**src/rtl/q_divide_top.sv**
```systemverilog
// q_divide_top: signed fixed-point divider, quotient = (dividend << Q_BITS) / divisor.
// Pairs are popped from upstream FWFT FIFOs and divided by an iterative restoring
// divider, one quotient bit per cycle. Results are saturated to D_WIDTH and queued
// in an internal FWFT output FIFO.
//
// Ports:
//   clock      rising-edge clock
//   reset      asynchronous active-low reset
//   dividend   signed Q operand, valid while in_empty=0
//   divisor    signed Q operand, valid while in_empty=0
//   in_empty   upstream has no pair available
//   in_rd_en   pop strobe to the upstream FIFOs
//   out_empty  output FIFO empty
//   out_rd_en  pop strobe from the consumer
//   out_dout   head of the output FIFO (0 while empty)
//
// Handshake: both sides use FIFO semantics. Upstream "valid" is !in_empty and our
// "ready" is the in_rd_en strobe; a pair transfers on every rising edge where
// in_rd_en=1. Downstream "valid" is !out_empty and the consumer's "ready" is
// out_rd_en; an entry transfers on every rising edge where both are high, and
// out_rd_en while empty has no effect.
module q_divide_top #(
  parameter int Q_BITS    = 10,
  parameter int D_WIDTH   = 32,
  parameter int OUT_DEPTH = 16
) (
  input  logic               clock,
  input  logic               reset,
  input  logic [D_WIDTH-1:0] dividend,
  input  logic [D_WIDTH-1:0] divisor,
  input  logic               in_empty,
  output logic               in_rd_en,
  output logic               out_empty,
  input  logic               out_rd_en,
  output logic [D_WIDTH-1:0] out_dout
);

  localparam int ED_WIDTH = D_WIDTH + Q_BITS + 1;
  localparam int CW       = $clog2(ED_WIDTH);
  localparam int PW       = $clog2(OUT_DEPTH);

  localparam logic [D_WIDTH-1:0]  MAX_POS = {1'b0, {(D_WIDTH-1){1'b1}}};
  localparam logic [D_WIDTH-1:0]  MAX_NEG = {1'b1, {(D_WIDTH-1){1'b0}}};
  localparam logic [ED_WIDTH-1:0] POS_LIM = ED_WIDTH'(MAX_POS);
  localparam logic [ED_WIDTH-1:0] NEG_LIM = ED_WIDTH'(MAX_NEG);

  typedef enum logic [1:0] {IDLE, DIV, FINISH} state_t;

  state_t              state;
  state_t              debug_state;  // observation point for checkers
  logic [CW-1:0]       iter;
  logic [ED_WIDTH-1:0] quo;          // shifted dividend in, quotient bits out
  logic [D_WIDTH-1:0]  rem;
  logic [D_WIDTH-1:0]  dvsr;
  logic                sign;
  logic                divzero;

  logic [D_WIDTH-1:0]  dividend_mag;
  logic [D_WIDTH-1:0]  divisor_mag;
  logic [D_WIDTH:0]    trial;
  logic                ge;
  logic [D_WIDTH-1:0]  diff;
  logic [D_WIDTH-1:0]  result;

  logic [D_WIDTH-1:0]  mem [OUT_DEPTH];
  logic [PW-1:0]       wr_ptr;
  logic [PW-1:0]       rd_ptr;
  logic [PW:0]         count;
  logic                fifo_full;
  logic                fifo_wr;
  logic                fifo_rd;

  assign debug_state = state;

  // Magnitudes: the most negative operand maps to 2^(D_WIDTH-1) as an unsigned value.
  assign dividend_mag = dividend[D_WIDTH-1] ? -dividend : dividend;
  assign divisor_mag  = divisor[D_WIDTH-1]  ? -divisor  : divisor;

  // Restoring step: shift the next dividend bit into the partial remainder. The
  // remainder stays below the divisor, so the low D_WIDTH bits of the difference
  // are exact whenever the trial is not smaller than the divisor.
  assign trial = {rem, quo[ED_WIDTH-1]};
  assign ge    = (trial >= {1'b0, dvsr});
  assign diff  = trial[D_WIDTH-1:0] - dvsr;

  // Sign and saturation applied to the magnitude quotient.
  always_comb begin
    result = quo[D_WIDTH-1:0];
    if (divzero) begin
      result = sign ? MAX_NEG : MAX_POS;
    end else if (!sign) begin
      result = (quo > POS_LIM) ? MAX_POS : quo[D_WIDTH-1:0];
    end else begin
      result = (quo > NEG_LIM) ? MAX_NEG : -quo[D_WIDTH-1:0];
    end
  end

  // Gated by reset so no pair is consumed while the block is held in reset.
  assign in_rd_en = reset && (state == IDLE) && !in_empty && !fifo_full;

  always_ff @(posedge clock or negedge reset) begin
    if (!reset) begin
      state   <= IDLE;
      iter    <= '0;
      quo     <= '0;
      rem     <= '0;
      dvsr    <= '0;
      sign    <= 1'b0;
      divzero <= 1'b0;
    end else begin
      case (state)
        IDLE: begin
          if (in_rd_en) begin
            quo     <= {{(ED_WIDTH-D_WIDTH-Q_BITS){1'b0}}, dividend_mag, {Q_BITS{1'b0}}};
            rem     <= '0;
            dvsr    <= divisor_mag;
            sign    <= dividend[D_WIDTH-1] ^ divisor[D_WIDTH-1];
            divzero <= (divisor == '0);
            iter    <= '0;
            state   <= DIV;
          end
        end
        DIV: begin
          rem <= ge ? diff : trial[D_WIDTH-1:0];
          quo <= {quo[ED_WIDTH-2:0], ge};
          if (iter == CW'(ED_WIDTH-1)) begin
            state <= FINISH;
          end else begin
            iter <= iter + CW'(1);
          end
        end
        FINISH: begin
          state <= IDLE;
        end
        default: begin
          state <= IDLE;
        end
      endcase
    end
  end

  // Output FIFO. A write only happens in FINISH, and a pair is accepted only when
  // the FIFO is not full, so the single in-flight result always has room.
  assign fifo_wr   = (state == FINISH);
  assign fifo_rd   = out_rd_en && (count != '0);
  assign out_empty = (count == '0);
  assign fifo_full = (count == (PW+1)'(OUT_DEPTH));
  assign out_dout  = out_empty ? '0 : mem[rd_ptr];

  always_ff @(posedge clock or negedge reset) begin
    if (!reset) begin
      wr_ptr <= '0;
      rd_ptr <= '0;
      count  <= '0;
    end else begin
      if (fifo_wr) wr_ptr <= wr_ptr + PW'(1);
      if (fifo_rd) rd_ptr <= rd_ptr + PW'(1);
      case ({fifo_wr, fifo_rd})
        2'b10:   count <= count + (PW+1)'(1);
        2'b01:   count <= count - (PW+1)'(1);
        default: count <= count;
      endcase
    end
  end

  always_ff @(posedge clock) begin
    if (fifo_wr) mem[wr_ptr] <= result;
  end

endmodule

```
**config.mk**
```make
export PLATFORM = sky130hd
export DESIGN_NAME = q_divide_top
export DESIGN_NICKNAME = d
export VERILOG_FILES = /design/src/rtl/q_divide_top.sv
export SDC_FILE = /design/constraint.sdc
export NUM_CORES = 1
export LEC_CHECK = 0
export BUFFER_PORTS_ARGS = -buffer_cell sky130_fd_sc_hd__buf_2
export CAP_MARGIN = 20
export CORE_AREA = 10 10 242 244
export CTS_CLUSTER_DIAMETER = 60
export DETAILED_ROUTE_END_ITERATION = 6
export DIE_AREA = 0 0 252 254
export GPL_TIMING_DRIVEN = 0
export PLACE_DENSITY = 0.82
export SLEW_MARGIN = 25
export SYNTH_ARGS = -nofsm -noshare
export SYNTH_HDL_FRONTEND = slang
export SYNTH_SLANG_ARGS = --single-unit
export TNS_END_PERCENT = 30
```
**constraint.sdc**
```tcl
create_clock -name clock -period 4.1 [get_ports clock]
set_clock_uncertainty 0.2 [all_clocks]
set_input_delay 0.41 -clock clock [delete_from_list [all_inputs] [get_ports clock]]
set_output_delay 0.41 -clock clock [all_outputs]
set_load 0.01 [all_outputs]
```
Word level (Yosys, flattened, before mapping)
Memories as Yosys holds them, arrays and structs flattened.
Index checks and enable logic that the tools add are counted.
{ "op_classes": {"n_div": 0, "multipliers": 0, "n_reduce_logical": 16, "n_eq_ne": 9, "n_shift": 0, "n_mux": 22, "n_addsub": 9, "n_lt_le_gt_ge": 3, "n_bitwise": 1} }
{ "op_table": {"columns": ["op", "count"], "rows": [
  ["2-to-1 mux 32 bit", 10],
  ["negation 32 bit", 3],
  ["one-hot mux 43 bit (2 select lines)", 1],
  ["one-hot mux 32 bit (2 select lines)", 1],
  ["greater-than comparator 43 x 31 -> 1 bit, second input constant", 1],
  ["greater-than comparator 43 x 32 -> 1 bit, second input constant", 1],
  ["2-to-1 mux 43 bit", 1],
  ["greater-or-equal comparator 33 x 32 -> 1 bit", 1],
  ["zero test 32 bit", 1],
  ["subtractor 32 bit", 1],
  ["2-to-1 mux 6 bit", 2],
  ["one-hot mux 6 bit (2 select lines)", 1],
  ["one-hot mux 5 bit (2 select lines)", 1],
  ["adder 4 x 1 -> 4 bit, second input constant", 2],
  ["adder 6 x 1 -> 6 bit, second input constant", 1],
  ["equality test 6 bit, second input constant", 1],
  ["inequality test 2 bit, second input constant", 3],
  ["AND reduction 2 bit", 3],
  ["adder 5 x 1 -> 5 bit, second input constant", 1],
  ["equality test 5 bit, second input constant", 1],
  ["zero test 5 bit", 1],
  ["nonzero test 5 bit", 1],
  ["subtractor 5 x 1 -> 5 bit, second input constant", 1],
  ["equality test 2 x 1 -> 1 bit, second input constant", 2],
  ["other kinds (10)", 18]
]} }
{ "word_totals": {"in_bits": 68, "mem_bits_rw": 512, "mem_bits_ro": 0, "reg_bits": 130, "memories": 1, "wordCells": 71, "latch_bits": 0} }
{ "memory_table": {"columns": ["name", "words", "word_bits", "read_ports", "rd_clocked_by_memory_dff", "write_ports", "line", "source"], "rows": [
  ["mem", 16, 32, 1, 0, 1, "65", "logic [D_WIDTH-1:0] mem [OUT_DEPTH];"]
]} }

Longest topological paths before layout
{ "logic_depth": {"word_depth": 6, "ltp_mapped": 14, "depth_no_buf": 12} }

Worst setup path after synthesis
Ideal clock, no wire load.
{ "synth_timing": {"path_type": "register to register", "from": "reg quo[0]", "to": "mem mem[0][14], data pin", "path_stages_with_launch": 12, "period_less_slack_ps": 4203, "path_buffers": 1, "t_arrival_ps": 3656, "slack_ps": -103, "path_cell_list": "dfrtp_1 -> inv_1 -> ha_1 -> nor4b_4 -> nand4_2 -> or3_4 -> or4b_4 -> or2_1 -> a211oi_2 -> nand2_4 -> buf_6 -> o311ai_1"} }
{ "synth_between": {"elab_chain_len": 4} }
{ "synth_rtl": {"columns": ["element", "line", "source"], "rows": [
  ["start: declaration", "52", "logic [ED_WIDTH-1:0] quo;"],
  ["start signal: assignment", "114", "quo <= {{(ED_WIDTH-D_WIDTH-Q_BITS){1'b0}}, dividend_mag, {Q_BITS{1'b0}}};"],
  ["start signal: assignment", "125", "quo <= {quo[ED_WIDTH-2:0], ge};"],
  ["greater-than comparator 43 x 31 -> 1 bit (tied with other cells)", "92", "result = (quo > POS_LIM) ? MAX_POS : quo[D_WIDTH-1:0];"],
  ["2-to-1 mux 32 bit (on tied branches)", "92, 94", null],
  ["2-to-1 mux 32 bit *", "91", "end else if (!sign) begin"],
  ["2-to-1 mux 32 bit *", "89", "if (divzero) begin"],
  ["named net result[14]", "63", "logic [D_WIDTH-1:0] result;"],
  ["end: declaration", "65", null]
]} }
Mark *: on every way through the listed nets, which the timed path passes. The rest lies on a longest branch.

Final worst setup path
{ "layout_timing": {"from": "reg rd_ptr[1]", "to": "out out_dout[11]"} }
{ "layout_between": {"elab_chain_len": 2} }
{ "layout_rtl": {"columns": ["element", "line", "source"], "rows": [
  ["start: declaration", "67", "logic [PW-1:0] rd_ptr;"],
  ["start signal: assignment", "157", "if (fifo_rd) rd_ptr <= rd_ptr + PW'(1);"],
  ["memory (16 x 32 bit)", null, null],
  ["2-to-1 mux 32 bit", "148", "assign out_dout = out_empty ? '0 : mem[rd_ptr];"],
  ["end: declaration", "35", "output logic [D_WIDTH-1:0] out_dout"]
]} }
No other way between the ends.

==> results.json <==
{
  "outcome": "finished, final reports clean",
  "ys_ff_latch": 642,
  "grt_pass1_wl_microns": 121500,
  "hold_path_depth": 3,
  "synth_top_cell_by_area": "edfxtp_1",
  "htreeDepth": 3,
  "period_share_pct": 99.69,
  "grt_usage_pct": 25.19,
  "yosysTopAreaCellShare_pct": 52.64,
  "min-delay-start": "divisor[6]",
  "ant_nets": 0,
  "wl_per_cell_microns": 27.26,
  "crit_type": "reg -> out",
  "setup_ws_ns": 0.01286,
  "diodes": 0,
  "final_nets": 2326,
  "ios": 102,
  "area_delta_synth_final_pct": 17.40,
  "synthCells": 1946,
  "gp_congestion": 0.8875,
  "dr_total_vias": 19230,
  "overflow": 0,
  "core_sq_um": 53600,
  "max_slew.worst_pin.slew_ns": 1.059,
  "end_kind": "output port",
  "syn_nets": 2063,
  "r2r-start": "quo[0]",
  "fmax_mhz": 244.7,
  "r2r_cells": 13,
  "nFillCells": 3608,
  "finalSetupTns_ns": 0,
  "synth_area_sq_um": 29210,
  "ff2ff_setup_slack_ns": 0.05,
  "die_x_microns": 252,
  "start_util_pct": 54.49,
  "seq_area_frac_synth_pct": 63.78,
  "maxSlewViolCount": 0,
  "clock_sinks": 642,
  "hold_class": "in -> reg",
  "synth_area_leaders": "edfxtp_1, mux4_2, dfrtp_1",
  "ys_warn_count": 0,
  "power.total_mw": 26.82,
  "die_y_microns": 254,
  "io_buffers": 101,
  "post-dp-hpwl_microns": 49250,
  "antenna_found_initial": 0,
  "initialDrtViolationCount": 1988,
  "critPathRequiredTime_ns": 3.49,
  "path_clk_slew_ns": 0.06,
  "vias_per_cell": 6.519,
  "synth-edff-count": 512,
  "synth_cell_types": 73,
  "fin_crit_ns": 4.087,
  "irDropWorstVdd_v": 0.0004147,
  "first_pass_iters": 5,
  "first_global_vias": 19782,
  "power.density_nw_per_um2": 782.2,
  "syn_area_per_cell_sq_um": 15.01,
  "drive_above_1_share_pct": 22.63,
  "clk-insertion-delay-late_ns": 0.62,
  "startpoint_type": "flop",
  "drcViolationCount": 0,
  "maxCapViolations": 0,
  "setup_viol": 0,
  "grt_setup_unrepaired": "true",
  "reg2reg_to": "mem[0][24]",
  "p_leak_nw": 12.15,
  "cts_buffers": 68,
  "die-area_sq_um": 64010,
  "drt_wl_total_microns": 80410,
  "place_ws_ns": -0.7531,
  "root_buffer": "clkbuf_16",
  "hold_violations": 0,
  "tritoncts": "built",
  "slew_headroom_pct": 29.42,
  "hold_path_end": "dvsr[6]",
  "cp_max_fo": 10,
  "ys.flop_type": "edfxtp_1",
  "cp.arrival_ns": 3.48,
  "clockBufferDepth": 3,
  "grt_max_degree": 79,
  "ys_async_sr_fraction_pct": 20.25,
  "rows": 85,
  "final_util_pct": 63.97
}
[layout by cell type, fill, tap and decap left out, types with 8 or more instances in the layout]
master / Yosys / layout
o41ai_1: 10 / 8
nor4_1: 12 / 12
nor2_1: 49 / 49
buf_12: 0 / 13
dfrtp_1: 130 / 130
ha_1: 47 / 46
a21o_1: 17 / 17
buf_2: 3 / 110
buf_4: 1 / 15
o311ai_2: 1 / 9
or4_1: 9 / 9
buf_6: 7 / 20
or3_1: 27 / 27
and2_2: 0 / 10
dlygate4sd3_1: 0 / 59
clkinv_1: 0 / 9
o31ai_1: 23 / 22
clkinv_2: 0 / 10
nand2b_1: 12 / 12
inv_1: 69 / 67
o311ai_4: 0 / 13
mux2i_1: 18 / 18
a22oi_1: 28 / 28
a31oi_1: 9 / 9
edfxtp_1: 512 / 512
mux4_2: 160 / 160
nand4_1: 13 / 13
xnor2_1: 29 / 29
clkbuf_16: 0 / 69
buf_1: 24 / 9
nand3_1: 43 / 43
o21ai_1: 16 / 15
o21ai_0: 139 / 139
nor2b_1: 42 / 42
clkbuf_1: 80 / 68
clkbuf_2: 0 / 19
nor3_1: 17 / 17
a21oi_1: 51 / 49
xor2_1: 71 / 71
nand2_1: 147 / 146
[metal layers]
layer / vias up / wire (microns) / GRT usage [%]
li1: 8102 / - / -
met1: 9614 / 28640 / 31.18
met2: 1283 / 40820 / 43.49
met3: 231 / 8101 / 4.260
met4: 0 / 2849 / 10.26
met5: - / 0 / 0
[worst max-delay path by stage]
stage	start	to	slack, ns	cells past startpoint
floorplan	quo[0]	mem[0][14]	-0.10	11
global placement	quo[0]	mem[0][18]	-1.39	11
detailed placement	quo[0]	mem[14][10]	-0.75	11
CTS	rem[20]	rem[27]	-0.03	11
global route	quo[0]	mem[8][24]	-0.11	13
finish	rd_ptr[1]	out_dout[11]	0.01	6
[per-stage QoR]
step	cells	hold WS [ns]	instance area, sq um
floorplan	1946	-0.08559	29210
global placement	2743	0.2642	30580
detailed placement	2769	0.1569	31150
CTS	2952	0.004465	34190
global route	2950	0.09149	34290
finish	2950	0.03426	34290
[flip-flops by register name (all words and copies together), names as in the netlist]
name	count
count	5
debug_state	2
divzero	1
dvsr	32
iter	6
mem	512
quo	43
rd_ptr	4
rem	32
sign	1
wr_ptr	4
[Yosys cell counts (42+ instances only)]
| master | count |
|---|---|
| xor2_1 | 71 |
| o21ai_0 | 139 |
| mux4_2 | 160 |
| nor2_1 | 49 |
| ha_1 | 47 |
| nand3_1 | 43 |
| edfxtp_1 | 512 |
| nor2b_1 | 42 |
| nand2_1 | 147 |
| dfrtp_1 | 130 |
| inv_1 | 69 |
| a21oi_1 | 51 |
| clkbuf_1 | 80 |
[cells by family (layout without fill, tap and decap cells)]
group	after synthesis	after routing	share of synthesized area [%]
xor+xnor	100	100	2.999
flops	642	642	63.78
fa+ha+maj	49	49	2.151
mux	179	179	12.99
simple gates	426	426	7.540
buf+inv	184	492	2.571
compound gates	366	366	7.964
[power breakdown]
| part | internal (mW) | switching (mW) | total, mW | leakage, nW |
|---|---|---|---|---|
| clock network | 3.31 | 2.64 | 5.95 | 1.02 |
| registers | 8.54 | 0.627 | 9.17 | 6.15 |
| logic | 4.94 | 6.76 | 11.7 | 4.98 |
[cell type report]
| class | instances | area (sq um) | share of cell area, % |
|---|---|---|---|
| multi-input cells | 1120 | 10230 | 29.84 |
| inverters | 69 | 259.0 | 0.7554 |
| well taps | 696 | 870.8 | 2.540 |
| clock inverters | 36 | 345.3 | 1.007 |
| clock buffers | 79 | 1764 | 5.145 |
| flip-flops and latches | 642 | 18630 | 54.33 |
| plain buffers | 109 | 520.5 | 1.518 |
| repair buffers | 199 | 1670 | 4.872 |
[worst max-delay path, cell delays in order (launching register included)]
cell and delay, ns:
dfrtp_1 0.43, clkbuf_1 0.49, clkbuf_1 0.63, mux4_2 0.46
mux4_2 0.51, nor2b_1 0.15, buf_2 0.16
[timing repair]
item / CTS / global route
endpoints found under the setup margin: 527 / 535
gates resized for setup: 71 / 42
hold buffers: 59 / 0
buffers inserted: 9 / 3
gates cloned: 0 / 1
endpoints found under the hold margin: 189 / 0
pin swaps: 9 / 5
No activity file was read; power rests on OpenSTA's default activity.
